===== config.mk =====
export PLATFORM = sky130hd
export DESIGN_NAME = alu_issue_unit_flat
export DESIGN_NICKNAME = d
export VERILOG_FILES = /design/src/rtl/alu_issue_unit_pkg.sv /design/src/rtl/alu_issue_unit_if.sv /design/src/rtl/alu_issue_unit_regfile.sv /design/src/rtl/alu_issue_unit.sv /design/src/flat_wrapper.sv
export SDC_FILE = /design/constraint.sdc
export NUM_CORES = 2
export LEC_CHECK = 0
export BUFFER_PORTS_ARGS = -buffer_cell sky130_fd_sc_hd__buf_2
export CAP_MARGIN = 20
export CORE_AREA = 2 2 375 377
export CTS_BUF_LIST = sky130_fd_sc_hd__clkbuf_8
export CTS_CLUSTER_SIZE = 14
export DETAILED_ROUTE_END_ITERATION = 8
export DIE_AREA = 0 0 377 379
export PLACE_DENSITY_LB_ADDON = 0.05
export SLEW_MARGIN = 20
export SYNTH_ARGS = -nofsm -noshare
export SYNTH_HDL_FRONTEND = slang
export SYNTH_SLANG_ARGS = --single-unit

===== constraint.sdc =====
create_clock -name clk -period 8.4 [get_ports clk]
set_clock_uncertainty 0.1 [all_clocks]
set_input_delay 1.68 -clock clk [delete_from_list [all_inputs] [get_ports clk]]
set_output_delay 1.68 -clock clk [all_outputs]
set_load 0.01 [all_outputs]

===== src/rtl/alu_issue_unit_pkg.sv =====
// Shared definitions for the ALU issue unit.
// Holds the MIPS opcode/funct encodings, the sequencer state enum, the
// decoded instruction class, and field-slice helpers used by the top.
package alu_issue_unit_pkg;

   localparam int unsigned REG_W    = 32;
   localparam int unsigned RF_AW    = 5;
   localparam int unsigned RF_DEPTH = 32;

   // opcodes
   localparam logic [5:0] OP_RTYPE = 6'h00;
   localparam logic [5:0] OP_BEQ   = 6'h04;
   localparam logic [5:0] OP_BNE   = 6'h05;
   localparam logic [5:0] OP_ADDI  = 6'h08;
   localparam logic [5:0] OP_ADDIU = 6'h09;
   localparam logic [5:0] OP_SLTI  = 6'h0A;
   localparam logic [5:0] OP_SLTIU = 6'h0B;
   localparam logic [5:0] OP_ANDI  = 6'h0C;
   localparam logic [5:0] OP_ORI   = 6'h0D;
   localparam logic [5:0] OP_XORI  = 6'h0E;
   localparam logic [5:0] OP_LW    = 6'h23;
   localparam logic [5:0] OP_SW    = 6'h2B;

   // R-type funct codes
   localparam logic [5:0] FN_SLL  = 6'h00;
   localparam logic [5:0] FN_SRL  = 6'h02;
   localparam logic [5:0] FN_SRA  = 6'h03;
   localparam logic [5:0] FN_SLLV = 6'h04;
   localparam logic [5:0] FN_SRLV = 6'h06;
   localparam logic [5:0] FN_SRAV = 6'h07;
   localparam logic [5:0] FN_ADD  = 6'h20;
   localparam logic [5:0] FN_ADDU = 6'h21;
   localparam logic [5:0] FN_SUB  = 6'h22;
   localparam logic [5:0] FN_SUBU = 6'h23;
   localparam logic [5:0] FN_AND  = 6'h24;
   localparam logic [5:0] FN_OR   = 6'h25;
   localparam logic [5:0] FN_XOR  = 6'h26;
   localparam logic [5:0] FN_NOR  = 6'h27;
   localparam logic [5:0] FN_SLT  = 6'h2A;
   localparam logic [5:0] FN_SLTU = 6'h2B;

   typedef enum logic [1:0] {S_IDLE, S_EXEC, S_MEM, S_WB} state_t;

   // What the unit does with an instruction after EXEC.
   typedef enum logic [3:0] {
      K_ALU_RD,   // ALU result -> rd
      K_ALU_RT,   // ALU result -> rt
      K_SLTU,     // local unsigned compare -> rd
      K_SLTI,     // local signed compare vs imm -> rt
      K_SLTIU,    // local unsigned compare vs sext(imm) -> rt
      K_BR,       // beq/bne
      K_LW,
      K_SW,
      K_ILL
   } kind_t;

   function automatic logic [RF_AW-1:0] f_rs(input logic [REG_W-1:0] ins);
      return ins[25:21];
   endfunction

   function automatic logic [RF_AW-1:0] f_rt(input logic [REG_W-1:0] ins);
      return ins[20:16];
   endfunction

   function automatic logic [RF_AW-1:0] f_rd(input logic [REG_W-1:0] ins);
      return ins[15:11];
   endfunction

   function automatic logic [REG_W-1:0] f_sext_imm(input logic [REG_W-1:0] ins);
      return {{16{ins[15]}}, ins[15:0]};
   endfunction

   function automatic kind_t f_decode(input logic [REG_W-1:0] ins);
      kind_t k;
      k = K_ILL;
      case (ins[31:26])
         OP_RTYPE: begin
            case (ins[5:0])
               FN_ADD, FN_ADDU, FN_SUB, FN_SUBU, FN_AND, FN_OR, FN_XOR, FN_NOR,
               FN_SLT, FN_SLL, FN_SRL, FN_SRA, FN_SLLV, FN_SRLV, FN_SRAV: k = K_ALU_RD;
               FN_SLTU: k = K_SLTU;
               default: k = K_ILL;
            endcase
         end
         OP_ADDI, OP_ADDIU, OP_ANDI, OP_ORI, OP_XORI: k = K_ALU_RT;
         OP_SLTI:        k = K_SLTI;
         OP_SLTIU:       k = K_SLTIU;
         OP_BEQ, OP_BNE: k = K_BR;
         OP_LW:          k = K_LW;
         OP_SW:          k = K_SW;
         default:        k = K_ILL;
      endcase
      return k;
   endfunction

endpackage


===== src/rtl/alu_issue_unit_if.sv =====
// Bus bundle of the ALU issue unit: fetch handshake, ALU operand/result path,
// data-memory request/response, writeback and status pulses.
//   master : the issue unit's view (drives instr_ready, alu_*, mem_req, wb_*, pulses)
//   slave  : the environment's view (fetch, ALU, data memory)
interface alu_issue_unit_if;
   logic        instr_valid;
   logic        instr_ready;
   logic [31:0] instr;
   logic [31:0] pc;
   logic [31:0] alu_instruction;
   logic [31:0] alu_regA;
   logic [31:0] alu_regB;
   logic [31:0] alu_result;
   logic        alu_zeroflag;
   logic        branch_taken;
   logic [31:0] branch_target;
   logic        mem_req_valid;
   logic        mem_ready;
   logic        mem_we;
   logic [31:0] mem_addr;
   logic [31:0] mem_wdata;
   logic        mem_rvalid;
   logic [31:0] mem_rdata;
   logic        wb_valid;
   logic [4:0]  wb_addr;
   logic [31:0] wb_data;
   logic        illegal;
   logic        mem_err;

   modport master (
      input  instr_valid, instr, pc, alu_result, alu_zeroflag,
             mem_ready, mem_rvalid, mem_rdata,
      output instr_ready, alu_instruction, alu_regA, alu_regB,
             branch_taken, branch_target, mem_req_valid, mem_we, mem_addr,
             mem_wdata, wb_valid, wb_addr, wb_data, illegal, mem_err
   );

   modport slave (
      output instr_valid, instr, pc, alu_result, alu_zeroflag,
             mem_ready, mem_rvalid, mem_rdata,
      input  instr_ready, alu_instruction, alu_regA, alu_regB,
             branch_taken, branch_target, mem_req_valid, mem_we, mem_addr,
             mem_wdata, wb_valid, wb_addr, wb_data, illegal, mem_err
   );
endinterface


===== src/rtl/alu_issue_unit_regfile.sv =====
// 32x32 MIPS register file.
// Ports: i_clk/i_reset (sync, active-high clears every entry), two
// combinational operand reads (a/b), one combinational debug read, one
// synchronous write port. $0 always reads zero and ignores writes.
module alu_issue_unit_regfile
   import alu_issue_unit_pkg::*;
(
   input  logic             i_clk,
   input  logic             i_reset,
   input  logic             i_we,
   input  logic [RF_AW-1:0] i_waddr,
   input  logic [REG_W-1:0] i_wdata,
   input  logic [RF_AW-1:0] i_raddr_a,
   input  logic [RF_AW-1:0] i_raddr_b,
   input  logic [RF_AW-1:0] i_dbg_addr,
   output logic [REG_W-1:0] o_rdata_a,
   output logic [REG_W-1:0] o_rdata_b,
   output logic [REG_W-1:0] o_dbg_data
);

   logic [REG_W-1:0] r_rf [RF_DEPTH];

   always_ff @(posedge i_clk) begin
      if (i_reset) begin
         for (int i = 0; i < RF_DEPTH; i++) r_rf[i] <= '0;
      end else if (i_we && (i_waddr != '0)) begin
         r_rf[i_waddr] <= i_wdata;
      end
   end

   assign o_rdata_a  = (i_raddr_a  == '0) ? '0 : r_rf[i_raddr_a];
   assign o_rdata_b  = (i_raddr_b  == '0) ? '0 : r_rf[i_raddr_b];
   assign o_dbg_data = (i_dbg_addr == '0) ? '0 : r_rf[i_dbg_addr];

endmodule


===== src/rtl/alu_issue_unit.sv =====
// ALU issue unit: single-issue, non-pipelined sequencer around an external
// combinational MIPS ALU.
// Ports: clk, reset (sync, active-high); bus (alu_issue_unit_if.master) with
// fetch handshake, ALU operands/result, data-memory request/response,
// writeback and illegal/mem_err/branch pulses; i_dbg_addr/o_dbg_data give a
// combinational register-file peek.
// Flow: IDLE (accept, read RF) -> EXEC (sample ALU) -> WB | MEM | IDLE.
module alu_issue_unit
   import alu_issue_unit_pkg::*;
#(
   parameter int unsigned MEM_TIMEOUT = 255   // 1..255
) (
   input  logic                clk,
   input  logic                reset,
   alu_issue_unit_if.master    bus,
   input  logic [RF_AW-1:0]    i_dbg_addr,
   output logic [REG_W-1:0]    o_dbg_data
);

   localparam logic [7:0] TO_LAST = 8'(MEM_TIMEOUT - 1);

   state_t           r_state;
   logic [REG_W-1:0] r_instr, r_pc, r_regA, r_regB;
   logic             r_branch_taken;
   logic [REG_W-1:0] r_branch_target;
   logic             r_mem_req_valid, r_mem_we;
   logic [REG_W-1:0] r_mem_addr, r_mem_wdata;
   logic             r_wb_valid;
   logic [RF_AW-1:0] r_wb_addr;
   logic [REG_W-1:0] r_wb_data;
   logic             r_illegal, r_mem_err;
   logic [7:0]       r_cnt;

   logic [REG_W-1:0] w_rs_data, w_rt_data;
   kind_t            w_kind;
   logic [REG_W-1:0] w_imm;
   logic             w_cmp;
   logic [RF_AW-1:0] w_wb_dest;
   logic [REG_W-1:0] w_wb_res;
   logic [REG_W-1:0] w_br_target;
   logic             w_mem_acc, w_mem_done;

   alu_issue_unit_regfile u_rf (
      .i_clk      (clk),
      .i_reset    (reset),
      .i_we       (r_state == S_WB),
      .i_waddr    (r_wb_addr),
      .i_wdata    (r_wb_data),
      .i_raddr_a  (f_rs(bus.instr)),
      .i_raddr_b  (f_rt(bus.instr)),
      .i_dbg_addr (i_dbg_addr),
      .o_rdata_a  (w_rs_data),
      .o_rdata_b  (w_rt_data),
      .o_dbg_data (o_dbg_data)
   );

   assign w_kind      = f_decode(r_instr);
   assign w_imm       = f_sext_imm(r_instr);
   assign w_br_target = r_pc + 32'd4 + {w_imm[29:0], 2'b00};

   // The external ALU does not return a clean 0/1 for these compares, so
   // they are resolved here from the latched operands.
   always_comb begin
      w_cmp = 1'b0;
      case (w_kind)
         K_SLTU:  w_cmp = (r_regA < r_regB);
         K_SLTI:  w_cmp = ($signed(r_regA) < $signed(w_imm));
         K_SLTIU: w_cmp = (r_regA < w_imm);
         default: w_cmp = 1'b0;
      endcase
   end

   always_comb begin
      w_wb_dest = f_rt(r_instr);
      w_wb_res  = bus.alu_result;
      if (w_kind == K_ALU_RD || w_kind == K_SLTU) w_wb_dest = f_rd(r_instr);
      if (w_kind == K_SLTU || w_kind == K_SLTI || w_kind == K_SLTIU)
         w_wb_res = {31'b0, w_cmp};
   end

   // Request accepted this cycle. A lw completes once read data shows up,
   // either with the accept or in any later cycle.
   assign w_mem_acc  = r_mem_req_valid & bus.mem_ready;
   assign w_mem_done = r_mem_we ? w_mem_acc
                                : ((w_mem_acc | ~r_mem_req_valid) & bus.mem_rvalid);

   always_ff @(posedge clk) begin
      if (reset) begin
         r_state         <= S_IDLE;
         r_instr         <= '0;
         r_pc            <= '0;
         r_regA          <= '0;
         r_regB          <= '0;
         r_branch_taken  <= 1'b0;
         r_branch_target <= '0;
         r_mem_req_valid <= 1'b0;
         r_mem_we        <= 1'b0;
         r_mem_addr      <= '0;
         r_mem_wdata     <= '0;
         r_wb_valid      <= 1'b0;
         r_wb_addr       <= '0;
         r_wb_data       <= '0;
         r_illegal       <= 1'b0;
         r_mem_err       <= 1'b0;
         r_cnt           <= '0;
      end else begin
         // single-cycle pulses
         r_branch_taken <= 1'b0;
         r_wb_valid     <= 1'b0;
         r_illegal      <= 1'b0;
         r_mem_err      <= 1'b0;
         case (r_state)
            S_IDLE: begin
               if (bus.instr_valid) begin
                  r_instr <= bus.instr;
                  r_pc    <= bus.pc;
                  r_regA  <= w_rs_data;
                  r_regB  <= w_rt_data;
                  r_state <= S_EXEC;
               end
            end
            S_EXEC: begin
               case (w_kind)
                  K_ALU_RD, K_ALU_RT, K_SLTU, K_SLTI, K_SLTIU: begin
                     r_wb_valid <= 1'b1;
                     r_wb_addr  <= w_wb_dest;
                     r_wb_data  <= w_wb_res;
                     r_state    <= S_WB;
                  end
                  K_BR: begin
                     r_branch_taken  <= bus.alu_zeroflag;
                     r_branch_target <= w_br_target;
                     r_state         <= S_IDLE;
                  end
                  K_LW, K_SW: begin
                     r_mem_req_valid <= 1'b1;
                     r_mem_we        <= (w_kind == K_SW);
                     r_mem_addr      <= bus.alu_result;
                     r_mem_wdata     <= r_regB;
                     r_cnt           <= '0;
                     r_state         <= S_MEM;
                  end
                  default: begin
                     r_illegal <= 1'b1;
                     r_state   <= S_IDLE;
                  end
               endcase
            end
            S_MEM: begin
               if (w_mem_done) begin
                  r_mem_req_valid <= 1'b0;
                  if (r_mem_we) begin
                     r_state <= S_IDLE;
                  end else begin
                     r_wb_valid <= 1'b1;
                     r_wb_addr  <= f_rt(r_instr);
                     r_wb_data  <= bus.mem_rdata;
                     r_state    <= S_WB;
                  end
               end else if (w_mem_acc) begin
                  // lw accepted, read data still outstanding: restart the wait
                  r_mem_req_valid <= 1'b0;
                  r_cnt           <= '0;
               end else if (r_cnt == TO_LAST) begin
                  r_mem_req_valid <= 1'b0;
                  r_mem_err       <= 1'b1;
                  r_state         <= S_IDLE;
               end else begin
                  r_cnt <= r_cnt + 8'd1;
               end
            end
            S_WB:    r_state <= S_IDLE;
            default: r_state <= S_IDLE;
         endcase
      end
   end

   assign bus.instr_ready     = (r_state == S_IDLE);
   assign bus.alu_instruction = r_instr;
   assign bus.alu_regA        = r_regA;
   assign bus.alu_regB        = r_regB;
   assign bus.branch_taken    = r_branch_taken;
   assign bus.branch_target   = r_branch_target;
   assign bus.mem_req_valid   = r_mem_req_valid;
   assign bus.mem_we          = r_mem_we;
   assign bus.mem_addr        = r_mem_addr;
   assign bus.mem_wdata       = r_mem_wdata;
   assign bus.wb_valid        = r_wb_valid;
   assign bus.wb_addr         = r_wb_addr;
   assign bus.wb_data         = r_wb_data;
   assign bus.illegal         = r_illegal;
   assign bus.mem_err         = r_mem_err;

endmodule


===== src/flat_wrapper.sv =====
// flat-port wrapper written by rule: the top's interface ports become plain ports
module alu_issue_unit_flat import alu_issue_unit_pkg::*;
#(
   parameter int unsigned MEM_TIMEOUT = 255            
)
  (clk, reset, i_dbg_addr, o_dbg_data, bus_instr_valid, bus_instr, bus_pc, bus_alu_result, bus_alu_zeroflag, bus_mem_ready, bus_mem_rvalid, bus_mem_rdata, bus_instr_ready, bus_alu_instruction, bus_alu_regA, bus_alu_regB, bus_branch_taken, bus_branch_target, bus_mem_req_valid, bus_mem_we, bus_mem_addr, bus_mem_wdata, bus_wb_valid, bus_wb_addr, bus_wb_data, bus_illegal, bus_mem_err);
  alu_issue_unit_if bus_i ();
  input  logic clk;
  input  logic reset;
  input  logic [RF_AW-1:0] i_dbg_addr;
  output logic [REG_W-1:0] o_dbg_data;
  input wire logic [$bits(bus_i.instr_valid)-1:0] bus_instr_valid;
  input wire logic [$bits(bus_i.instr)-1:0] bus_instr;
  input wire logic [$bits(bus_i.pc)-1:0] bus_pc;
  input wire logic [$bits(bus_i.alu_result)-1:0] bus_alu_result;
  input wire logic [$bits(bus_i.alu_zeroflag)-1:0] bus_alu_zeroflag;
  input wire logic [$bits(bus_i.mem_ready)-1:0] bus_mem_ready;
  input wire logic [$bits(bus_i.mem_rvalid)-1:0] bus_mem_rvalid;
  input wire logic [$bits(bus_i.mem_rdata)-1:0] bus_mem_rdata;
  output wire logic [$bits(bus_i.instr_ready)-1:0] bus_instr_ready;
  output wire logic [$bits(bus_i.alu_instruction)-1:0] bus_alu_instruction;
  output wire logic [$bits(bus_i.alu_regA)-1:0] bus_alu_regA;
  output wire logic [$bits(bus_i.alu_regB)-1:0] bus_alu_regB;
  output wire logic [$bits(bus_i.branch_taken)-1:0] bus_branch_taken;
  output wire logic [$bits(bus_i.branch_target)-1:0] bus_branch_target;
  output wire logic [$bits(bus_i.mem_req_valid)-1:0] bus_mem_req_valid;
  output wire logic [$bits(bus_i.mem_we)-1:0] bus_mem_we;
  output wire logic [$bits(bus_i.mem_addr)-1:0] bus_mem_addr;
  output wire logic [$bits(bus_i.mem_wdata)-1:0] bus_mem_wdata;
  output wire logic [$bits(bus_i.wb_valid)-1:0] bus_wb_valid;
  output wire logic [$bits(bus_i.wb_addr)-1:0] bus_wb_addr;
  output wire logic [$bits(bus_i.wb_data)-1:0] bus_wb_data;
  output wire logic [$bits(bus_i.illegal)-1:0] bus_illegal;
  output wire logic [$bits(bus_i.mem_err)-1:0] bus_mem_err;
  assign bus_i.instr_valid = bus_instr_valid;
  assign bus_i.instr = bus_instr;
  assign bus_i.pc = bus_pc;
  assign bus_i.alu_result = bus_alu_result;
  assign bus_i.alu_zeroflag = bus_alu_zeroflag;
  assign bus_i.mem_ready = bus_mem_ready;
  assign bus_i.mem_rvalid = bus_mem_rvalid;
  assign bus_i.mem_rdata = bus_mem_rdata;
  assign bus_instr_ready = bus_i.instr_ready;
  assign bus_alu_instruction = bus_i.alu_instruction;
  assign bus_alu_regA = bus_i.alu_regA;
  assign bus_alu_regB = bus_i.alu_regB;
  assign bus_branch_taken = bus_i.branch_taken;
  assign bus_branch_target = bus_i.branch_target;
  assign bus_mem_req_valid = bus_i.mem_req_valid;
  assign bus_mem_we = bus_i.mem_we;
  assign bus_mem_addr = bus_i.mem_addr;
  assign bus_mem_wdata = bus_i.mem_wdata;
  assign bus_wb_valid = bus_i.wb_valid;
  assign bus_wb_addr = bus_i.wb_addr;
  assign bus_wb_data = bus_i.wb_data;
  assign bus_illegal = bus_i.illegal;
  assign bus_mem_err = bus_i.mem_err;
  alu_issue_unit #(.MEM_TIMEOUT(MEM_TIMEOUT)) u_core (.clk(clk), .reset(reset), .bus(bus_i), .i_dbg_addr(i_dbg_addr), .o_dbg_data(o_dbg_data));
endmodule

==> impl_metrics.toml <==
[logic_synthesis]
synth_cell_types = 77
syn-instance-count = 5622
ys_seq_elements = 1303
yosysWarningCount = 0
synthFlopType = "edfxtp_1"
synth_area_um2 = 75700
ys_seq_area_frac = 0.480
synth_edf_count = 1024
synthArstFlopShare = 0
syn_area_per_cell_um2 = 13.5

[die]
dieArea_um2 = 143000
die_w_um = 377
start_util = 0.545
ios = 407
fp-row-count = 137
core_um2 = 139000
die_h_um = 379

[clock_tree]
postCtsHoldBufs = 0
cts-root-buf = "clkbuf_8"
numCtsBuffers = 218
cts_buffer_depth = 3
clkLatencyLatePin_ns = 1.00
cts_setup_buffers = 0
cts_tree = "built"
cts_sinks = 1303
cts-resized-gates = 0
htreeDepth = 4
clkTransAtPathRegs_ns = 0.06

[cells_and_area]
largest_reg_flops = 1024
regMostFlops = "u_core.u_rf.r_rf"
seqCellArea_um2 = 36300
final_cell_mix = "edfxtp_1, and2_1, mux4_2"
synthToLayoutAreaGrowth_pct = 10.7
num-nets-final = 6149
drive_above_1_share = 0.300
n_fill_cell = 10900
final_cells = 7883
postLayoutCellArea_um2 = 83800
layout_commonest_cell = "edfxtp_1"
multi_input_area_um2 = 37100

[setup_path]
cp.required_ns = 6.62
cp_slowest_stage_delay_ns = 0.60
critPathKind = "in -> out"
cpMostUsedCell = "mux4_2"
path_max_fanout = 64
crit_chain = "buf_8, buf_4, mux4_2, mux4_2, mux2i_1, nor2_1, buf_2"
cp.arrival_ns = 4.74
crit_path_end_kind = "output pin"
cp-start-kind = "input port"
r2r_end = "u_core.u_rf.r_rf[5][0]"
crit_slowest_cell = "buf_8"
rr_worst_depth = 8
critical_path.startpoint = "i_dbg_addr[0]"
setup.worst_path.end = "o_dbg_data[12]"
r2r-start = "u_core.r_state[1]"
r2r_slack_ns = 4.43

[timing]
timing.final.max_slew_violations = 0
worstMarginPinSlew_ns = 1.24
setup_violations = 0
finalCritPeriodShare = 0.777
finalHoldViolations = 0
hold_ws_ns = 0.347
max_slew_margin = 0.171
period_needed_ns = 6.52
rsz0062_at_grt = "false"
fmax_mhz = 153
finalSetupTns_ns = 0

[outcome]
status = "finished, final reports clean"

[routing]
initialDrtViolationCount = 8002
final_antenna_net_count = 0
first_pass_iters = 5
drc = 0
wl_um = 278000
vias_per_cell = 6.97
via_count = 54900
wire_per_inst_um = 35.3

[power_and_ir_drop]
power.total_mw = 16.2
vdd_drop_max_uv = 144
leakage_nw = 31.6
p_per_area_nw_per_um2 = 193

[grt]
grt_pass1_vias = 53000
grt_max_degree = 124
track_usage = 0.387
grt-ovfl-total = 0
antenna_found_initial = 26
grt_pass1_wl_um = 389000

[placement]
dp_hpwl_um = 172000
io_buffers = 406
gp_congestion = 0.904
placed_cells = 7469
detailed_place.area_um2 = 79600

[hold_path]
hold_class = "reg -> reg"

[flow_run]
drv_cap = 0
[cell usage after synthesis, drive strengths merged, types with 4 or more instances]
library cell  number  area (um^2)
nand3b            15          113
nand2b            33          206
xnor2             15          131
xor2               7         61.3
a211oi            93          698
mux4             806        18200
and2             997         6240
o211ai            25          188
ha               125         1560
o31ai              7         52.6
nand2            359         1350
buf              154          788
mux2i            204         2040
a31oi             11         68.8
or3b               4         35.0
a21oi            266         1340
mux2              53          597
o21ai             38          190
clkbuf           409         1550
nand3             15         75.1
nor2b             13         83.8
nor2             221          832
a221oi            55          482
o21bai             5         37.5
o221ai            30          263
dfxtp            279         5590
or2               35          219
edfxtp          1024        30700
inv               88          330
nor4               4         25.0
nand4             18          113
and3               6         37.5
or3                8         50.1
and4               4         35.0
o22ai             48          300
o21a               6         45.0
a21boi             4         30.0
a22oi             54          405
nor3              18         95.1
a21o              28          210
[area by class of cell]
type                    instances  area share
diodes                          8    0.000239
inverters                      88     0.00394
repair buffers                574      0.0421
clock inverters               168      0.0114
flip-flops and latches       1303       0.433
well taps                    1807      0.0270
clock buffers                 236      0.0387
multi-input cells            3699       0.443
[cells by family after synthesis]
| kind of cell | after synthesis | share of synthesized area |
|---|---|---|
| simple gates | 1761 | 0.127 |
| flops | 1303 | 0.480 |
| mux | 1063 | 0.275 |
| compound gates | 695 | 0.0599 |
| buf+inv | 651 | 0.0352 |
| fa+ha+maj | 126 | 0.0209 |
| xor+xnor | 22 | 0.00255 |
| other cells | 1 | 0.0000495 |
[critical path, delay by kind of cell]
kind / cells / cell delay [ns]
muxes: 3 / 1.65
buffers and inverters: 3 / 1.24
and+or+nand+nor: 1 / 0.08
[layer usage]
metal	up-vias	track usage	wire length [um]
li1	22100	-	-
met1	27900	0.500	100000
met2	4044	0.594	126000
met3	836	0.125	36700
met4	20	0.184	14800
met5	-	0.0175	454
[report_power, final]
group	leakage (nW)	switching, mW	total (mW)	internal [mW]
Combinational	16.3	1.90	3.01	1.10
Sequential	12.8	0.341	7.57	7.23
Clock	2.43	2.75	5.61	2.86
[worst min-delay path by stage]
stage / start / end / depth (start not counted)
finish: u_core.bus.branch_target[22] / u_core.bus.branch_target[22] / 2
global route: u_core.bus.branch_target[15] / u_core.bus.branch_target[15] / 2
CTS: u_core.bus.branch_target[22] / u_core.bus.branch_target[22] / 2
detailed placement: u_core.bus.branch_target[22] / u_core.bus.branch_target[22] / 2
global placement: u_core.bus.branch_target[9] / u_core.bus.branch_target[9] / 2
floorplan: u_core.r_pc[0] / u_core.bus.branch_target[0] / 2
[metrics by stage]
step	util	setup slack [ns]
CTS	0.603	1.83
finish	0.604	1.88
floorplan	-	2.85
global placement	0.573	1.85
global route	0.604	1.75
detailed placement	0.573	1.83
Note: power is estimated with default switching activity, not from simulation.
